--- src/rtl/mem_req_arbiter.sv ---
// Two-requester (instruction fetch / data) arbiter onto a single shared memory bus.
// One transaction in flight at a time; D-side wins ties unless I-side has starved.
module mem_req_arbiter #(
    parameter int STARVE_LIMIT = 4
) (
    input  logic        clk,
    input  logic        reset,
    input  logic        ireq_valid,
    input  logic [63:0] ireq_addr,
    output logic        iresp_data_ok,
    output logic [31:0] iresp_data,
    input  logic        dreq_valid,
    input  logic        dreq_is_write,
    input  logic [63:0] dreq_addr,
    input  logic [2:0]  dreq_size,
    input  logic [7:0]  dreq_strobe,
    input  logic [63:0] dreq_data,
    output logic        dresp_data_ok,
    output logic [63:0] dresp_data,
    output logic        oreq_valid,
    output logic        oreq_is_write,
    output logic [63:0] oreq_addr,
    output logic [2:0]  oreq_size,
    output logic [7:0]  oreq_strobe,
    output logic [63:0] oreq_data,
    input  logic        oresp_ready,
    input  logic        oresp_last,
    input  logic [63:0] oresp_data
);

    localparam int CW = $clog2(STARVE_LIMIT + 2);
    localparam logic [CW-1:0] CNT_MAX = CW'(STARVE_LIMIT);

    typedef enum logic [1:0] {IDLE, I_BUSY, D_BUSY} state_t;

    typedef struct packed {
        logic        isWrite;
        logic [63:0] addr;
        logic [2:0]  size;
        logic [7:0]  strobe;
        logic [63:0] data;
    } busReq_t;

    state_t        state, stateNext;
    logic [CW-1:0] starveCnt;
    busReq_t       reqBuf;
    logic          iReq, dReq, grantI, grantD, done;
    logic          iOk, dOk;
    logic [31:0]   iData;
    logic [63:0]   dData;

    // A side whose data_ok is pulsing this cycle may still show its old
    // valid; it must not be re-granted off that stale request.
    always_comb begin
        iReq      = ireq_valid & ~iOk;
        dReq      = dreq_valid & ~dOk;
        done      = oresp_ready & oresp_last;
        grantI    = 1'b0;
        grantD    = 1'b0;
        stateNext = state;
        case (state)
            IDLE: begin
                if (iReq && dReq) begin
                    if (starveCnt == CNT_MAX) grantI = 1'b1;
                    else                      grantD = 1'b1;
                end else if (iReq) begin
                    grantI = 1'b1;
                end else if (dReq) begin
                    grantD = 1'b1;
                end
                if (grantI)      stateNext = I_BUSY;
                else if (grantD) stateNext = D_BUSY;
            end
            I_BUSY, D_BUSY: begin
                if (done) stateNext = IDLE;
            end
            default: stateNext = IDLE;
        endcase
    end

    always_ff @(posedge clk or negedge reset) begin
        if (!reset) begin
            state     <= IDLE;
            starveCnt <= '0;
        end else begin
            state <= stateNext;
            if (grantI)
                starveCnt <= '0;
            else if (grantD && ireq_valid && starveCnt != CNT_MAX)
                starveCnt <= starveCnt + 1'b1;
        end
    end

    always_ff @(posedge clk or negedge reset) begin
        if (!reset) begin
            reqBuf <= '0;
        end else if (grantI) begin
            reqBuf.isWrite <= 1'b0;
            reqBuf.addr    <= ireq_addr;
            reqBuf.size    <= 3'b010;
            reqBuf.strobe  <= '0;
            reqBuf.data    <= '0;
        end else if (grantD) begin
            reqBuf.isWrite <= dreq_is_write;
            reqBuf.addr    <= dreq_addr;
            reqBuf.size    <= dreq_size;
            reqBuf.strobe  <= dreq_strobe;
            reqBuf.data    <= dreq_data;
        end
    end

    // Fetches return a 32-bit word picked from the 64-bit beat by addr[2].
    always_ff @(posedge clk or negedge reset) begin
        if (!reset) begin
            iOk   <= 1'b0;
            dOk   <= 1'b0;
            iData <= '0;
            dData <= '0;
        end else begin
            iOk <= (state == I_BUSY) && done;
            dOk <= (state == D_BUSY) && done;
            if (state == I_BUSY && done)
                iData <= reqBuf.addr[2] ? oresp_data[63:32] : oresp_data[31:0];
            if (state == D_BUSY && done)
                dData <= oresp_data;
        end
    end

    assign oreq_valid    = (state != IDLE);
    assign oreq_is_write = reqBuf.isWrite;
    assign oreq_addr     = reqBuf.addr;
    assign oreq_size     = reqBuf.size;
    assign oreq_strobe   = reqBuf.strobe;
    assign oreq_data     = reqBuf.data;

    assign iresp_data_ok = iOk;
    assign iresp_data    = iData;
    assign dresp_data_ok = dOk;
    assign dresp_data    = dData;

endmodule

--- config.mk ---
export PLATFORM = sky130hd
export DESIGN_NAME = mem_req_arbiter
export DESIGN_NICKNAME = d
export VERILOG_FILES = /design/src/rtl/mem_req_arbiter.sv
export SDC_FILE = /design/constraint.sdc
export NUM_CORES = 1
export LEC_CHECK = 0
export BUFFER_PORTS_ARGS = -buffer_cell sky130_fd_sc_hd__buf_2
export CORE_AREA = 10 10 193 195
export CTS_CLUSTER_DIAMETER = 30
export DETAILED_ROUTE_END_ITERATION = 12
export DIE_AREA = 0 0 203 205
export PLACE_DENSITY = 0.57
export REMOVE_ABC_BUFFERS = 1
export SYNTH_ARGS = -nofsm -noshare
export SYNTH_HDL_FRONTEND = slang
export SYNTH_SLANG_ARGS = --single-unit
--- constraint.sdc ---
create_clock -name clk -period 3.52 [get_ports clk]
set_input_delay 1.056 -clock clk [delete_from_list [all_inputs] [get_ports clk]]
set_output_delay 1.056 -clock clk [all_outputs]
set_load 0.02 [all_outputs]
======== After elaboration in Yosys (flattened, before gate mapping) ========
Index checks and enable logic that the tools add are counted.
Widths: inputs -> output; s select.
cells by class
  magnitude comparators ................... 0
  shift operators ......................... 0
  $add $sub $neg .......................... 1
  multiplexer cells ....................... 20
  bitwise logic cells ..................... 5
  reductions and logical operators ........ 11
  multipliers ............................. 0
  equality and inequality tests ........... 6
  divide/modulo/power cells ............... 0
operator list
  operator             count
  $mux 140             2
  $mux 32              1
  $mux 1               11
  $mux 2               3
  $mux 3               2
  $ne 3x3->1 const B   2
  $reduce_bool 2->1    3
  $logic_and 1x1->1    5
  $pmux 2 s2           1
  $add 3x1->3 const B  1
  $and 1x1->1          3
  $eq 3x3->1 const B   1
  $eq 2x1->1 const B   1
  $eq 2x2->1 const B   1
  $logic_not 2->1      1
  $ne 2x2->1 const B   1
  $not 1->1            2
  $reduce_and 2->1     1
  $reduce_or 2->1      1
word-level totals
  bits in registers ....................... 243
  logic and storage cells ................. 54
  RAM bits ................................ 0
  input bits .............................. 274
  latch bits .............................. 0
  output and inout port bits .............. 239
  memories ................................ 0
  memory bits (read-only) ................. 0

======== Logic depth before layout (Yosys ltp) ========
  depth after elaboration ................. 11
  mapped depth ............................ 9
  mapped depth without buffers ............ 6

======== Worst setup path after synthesis ========
Ideal clock, no wire load.
  kind .................................... input -> register
  from .................................... input dreq_valid
  to ...................................... register reqBuf (netlist bit oreq_addr[0])
  data arrival time ....................... 1.980 ns
  data required time ...................... 3.398 ns
  path slack .............................. 1.417 ns
  stages .................................. 7
  path through ............................ nor2b_1 > and3_1 > buf_2 > buf_4 > buf_4 > a21oi_1 > a21oi_1
on the way
  longest elaborated chain between the ends .. 7
  elaborated cells on any way between the ends .. 12
  classes of those cells .................. mux (9); bitwise (1); reduce/logical (2)
ends and longest elaborated chain
  item                         line  text
  start, declared              12    input logic dreq_valid,
  $and 1x1->1 (*)              56    dReq = dreq_valid & ~dOk;
  $mux 1                       68    end else if (dReq) begin
  $mux 1                       66    end else if (iReq) begin
  $mux 1                       63    if (iReq && dReq) begin
  $mux 1 (2 in series)         61    case (state)
  $reduce_bool 2->1 (no line)  -
  end, declared                46    busReq_t reqBuf;
Mark *: on every way between the ends. The rest lies on a longest branch, timed or not. The select of a mux whose other input is x is not followed.
A chain may end at the register's enable or synchronous reset.

======== Final worst setup path ========
  from .................................... register state[0]
  to ...................................... output oreq_valid
on the way
  longest elaborated chain between the ends .. 1
ends and longest elaborated chain
  item                    line  text
  start, declared         44    state_t state, stateNext;
  start signal, assigned  86    state <= stateNext;
  $reduce_bool 2->1       129   assign oreq_valid = (state != IDLE);
  end, declared           20    output logic oreq_valid,
Every way passes these cells.

==> metrics.log <==
INFO  metric static-leakage-power = 0.00799 uW
INFO  metric htreeDepth = 3
INFO  metric ys_warn_count = 0
INFO  metric rsz0062_at_grt = no
INFO  metric worst_skew_pair.late_latency = 0.55 ns
INFO  metric timing.critical_path.buf_inv = 3
INFO  metric maxSlewHeadroom = 0.508
INFO  metric timing.final.crit_share = 0.783
INFO  metric synthTopCellsByCount = nand2_1 (252), dfrtp_1 (243), a21oi_1 (203), nor2_1 (66), mux2_2 (65)
INFO  metric placedInstanceArea = 0.0132 mm2
INFO  metric synthDistinctLibCells = 27
INFO  metric holdBufCountCts = 0
INFO  metric yosysMostFrequentCell = nand2_1
INFO  metric layout-drive-gt1-share = 0.455
INFO  metric cells_after_synthesis = 997
INFO  metric maxCapViolations = 0
INFO  metric wl = 39,800 um
INFO  metric synth_largest_area_cell = dfrtp_1
INFO  metric globalRouteTotalUtil = 0.181
INFO  metric clockRootBuffer = clkbuf_16
INFO  metric critical_path_peak_fanout = 7
INFO  metric hold_class = flip-flop to flip-flop
INFO  metric dp_hpwl = approximately 29,000 um
INFO  metric post-layout-total-power = roughly 17,000 uW
INFO  metric maxSlewViolCount = 0
INFO  metric powerDensity = 1120 mW/mm2
INFO  metric vias_per_cell = 4.65
INFO  metric cp.required = about 2.5 ns
INFO  metric clock_sinks = 243
INFO  metric flop_and_latch_count_out_of_synthesis = 243
INFO  metric worst_setup_hold_path_clk_slew = 0.04 ns
INFO  metric async_reset_ff_frac = 1.00
INFO  metric cts_resized = 0
INFO  metric number_of_antenna_violations_at_the_first_check_in_global_routing = 4
INFO  metric wp_data_arrival = 1.70 ns
INFO  metric synth_largest_type_area_fraction = 0.602
INFO  metric path_delay_family = buffers and inverters
INFO  metric critical_path.max_stage_delay = ~0.40 ns
INFO  metric wl_per_cell = about 20 um
INFO  metric layout_setup_ws = around 0.76 ns
INFO  metric setup.worst_path.start_class = flip-flop
INFO  metric dieHeight = ~210 um
INFO  metric place.gp.congestion = 0.876
INFO  metric synthesis.area = between 0.01 and 0.015 mm2
INFO  metric clock_skew = 0.0215 ns
INFO  metric ir_worst_vdd = 0.691 mV
INFO  metric grt_max_degree = 86
INFO  metric global_route_wire_length_before_repair = 59,000 um
INFO  metric overall_die_width = 203 um
INFO  metric grt_overflow = 0
INFO  metric status = completed
INFO  metric drtIter0Drc = 488
INFO  metric start_util = 0.304
INFO  metric worst-r2r-setup-slack = roughly 1.4 ns
INFO  metric critical-path-slowest-cell = ha_1
INFO  metric synth_edf_count = 0
INFO  metric critical_path.endpoint_type = primary output
INFO  metric final.hold.worst_slack = 0.472 ns
INFO  metric area_growth = 53.5%
INFO  metric timing_hold_violations_final = 0
INFO  metric synth-main-ff-cell = dfrtp_1
INFO  metric cts_tree = done
INFO  metric num_vias = 9,414
INFO  metric cts_buffers = 67
INFO  metric max_clock_freq = 0.363 GHz
INFO  metric post-route-drc-count = 0
INFO  metric finish.net_count = about 1,800
INFO  metric final.fill_count = roughly 3,200
INFO  metric final_area = between 0.015 and 0.02 mm2
INFO  metric placement_rows = 67
INFO  metric synthTopCellsByArea = dfrtp_1 (60%), a21oi_1 (10%), nand2_1 (9.4%)
INFO  metric first_global_vias = 9,798
INFO  metric report.final.setup_viol = 0
INFO  metric synth_sequential_area_ratio = 0.602
INFO  metric transition_time_at_the_pin_with_the_least_slew_margin = 0.737 ns
INFO  metric critPathKind = flip-flop to primary output
INFO  metric die-area = 0.0416 mm2
INFO  metric floorplan.io_pins = 513
INFO  metric drt.antenna.violating_nets = 0
INFO  metric post_placement_worst_setup_slack = 0.911 ns
INFO  metric cp_cell_sequence = inv_1, ha_1, inv_1, buf_2
INFO  metric time_the_final_worst_path_needs_with_i_o_delays_and_setup = 2.76 ns
INFO  metric postCtsSetupBuffers = 0
INFO  metric clk_path_buf_depth = 3
INFO  metric core_area = roughly 0.033 mm2
INFO  metric first_pass_iters = 5
INFO  metric cpMostUsedCell = inv_1
INFO  metric post_synth.cell_area_avg = 10.1 um2
INFO  metric io_buffers = 512
[cell families (layout without fill, tap and decap cells)]
logic type	count (synthesis)	after routing	share of synthesized area
fa+ha+maj	5	5	0.00619
other cells	0	3	0
buf+inv	79	655	0.0389
flops	243	243	0.602
simple gates	329	329	0.125
mux	98	98	0.105
compound gates	243	243	0.123
[power by group]
group / leakage [uW] / total, uW / switching [uW] / internal (uW)
Clock: 0.00113 / 6240 / 1750 / 4490
Combinational: 0.00386 / 6300 / 4110 / 2190
Sequential: 0.00300 / 4790 / 671 / 4120
Total: 0.00799 / 17300 / 6530 / 10800
[placed cells by master, fill, tap and decap left out, types with 2 or more instances in the layout]
cell,synthesis,layout
clkbuf_16,0,68
buf_4,5,8
ha_1,5,5
mux2i_1,33,33
bufinv_16,0,12
buf_2,50,511
clkbuf_1,15,7
nor2_1,66,66
clkinv_2,0,15
nand2_1,252,252
dfrtp_1,243,242
mux2_2,65,65
clkbuf_8,0,6
buf_12,0,10
inv_1,7,7
o21ai_0,34,34
diode_2,0,3
a21oi_1,203,203
nand3_2,0,2
clkinvlp_4,0,7
[path summary, 6_finish.rpt]
kind | to | depth (start not counted) | from
min in group asynchronous | dresp_data[0] | 1 | reset
worst max-delay path | oreq_valid | 4 | state[0]
worst min register to register | iresp_data[16] | 2 | iresp_data[16]
max in group asynchronous | oreq_addr[2] | 2 | reset
worst min-delay path | iresp_data[16] | 2 | iresp_data[16]
worst max register to register | oreq_addr[26] | 6 | state[0]
[area by class of cell]
class / count / area (um2) / area share
repair buffers: 530 / 2830 / 0.183
flip-flops and latches: 243 / 6080 / 0.392
multi-input cells: 675 / 3680 / 0.237
inverters: 7 / 26.3 / 0.00169
well taps: 448 / 561 / 0.0361
diodes: 3 / 7.51 / 0.000484
clock buffers: 81 / 1810 / 0.117
clock inverters: 37 / 522 / 0.0336
[worst reg2reg max path, cell delays in order, from the launching register on]
cell,delay [ns]
dfrtp_1,0.37
inv_1,0.10
ha_1,0.40
o211a_4,0.55
buf_12,0.35
a21oi_1,0.09
a21oi_1,0.17
[registers in the layout, summed over array words and instances, names as in the netlist]
register	cells
oreq_size	3
oreq_strobe	8
oreq_data	64
starveCnt	3
dresp_data_ok	1
dresp_data	64
state	2
iresp_data	32
oreq_is_write	1
oreq_addr	64
iresp_data_ok	1
[routing by layer]
layer / track usage / wire length (um) / vias to the layer above
li1: - / - / 4403
met1: 0.207 / 15400 / 4561
met2: 0.305 / 20100 / 368
met3: 0.0619 / 3180 / 80
met4: 0.0791 / 1120 / 2
met5: 0 / 13 / -
[per-stage QoR]
stage	util	setup TNS, ns	instances
2_1_floorplan	-	-110.42	925
3_3_place_gp	0.396	0	1903
3_5_place_dp	0.396	0	1903
4_1_cts	0.466	0	2021
5_1_grt	0.466	0	2023
6_report	0.466	0	2024
Note: power is estimated with default switching activity, not from simulation.
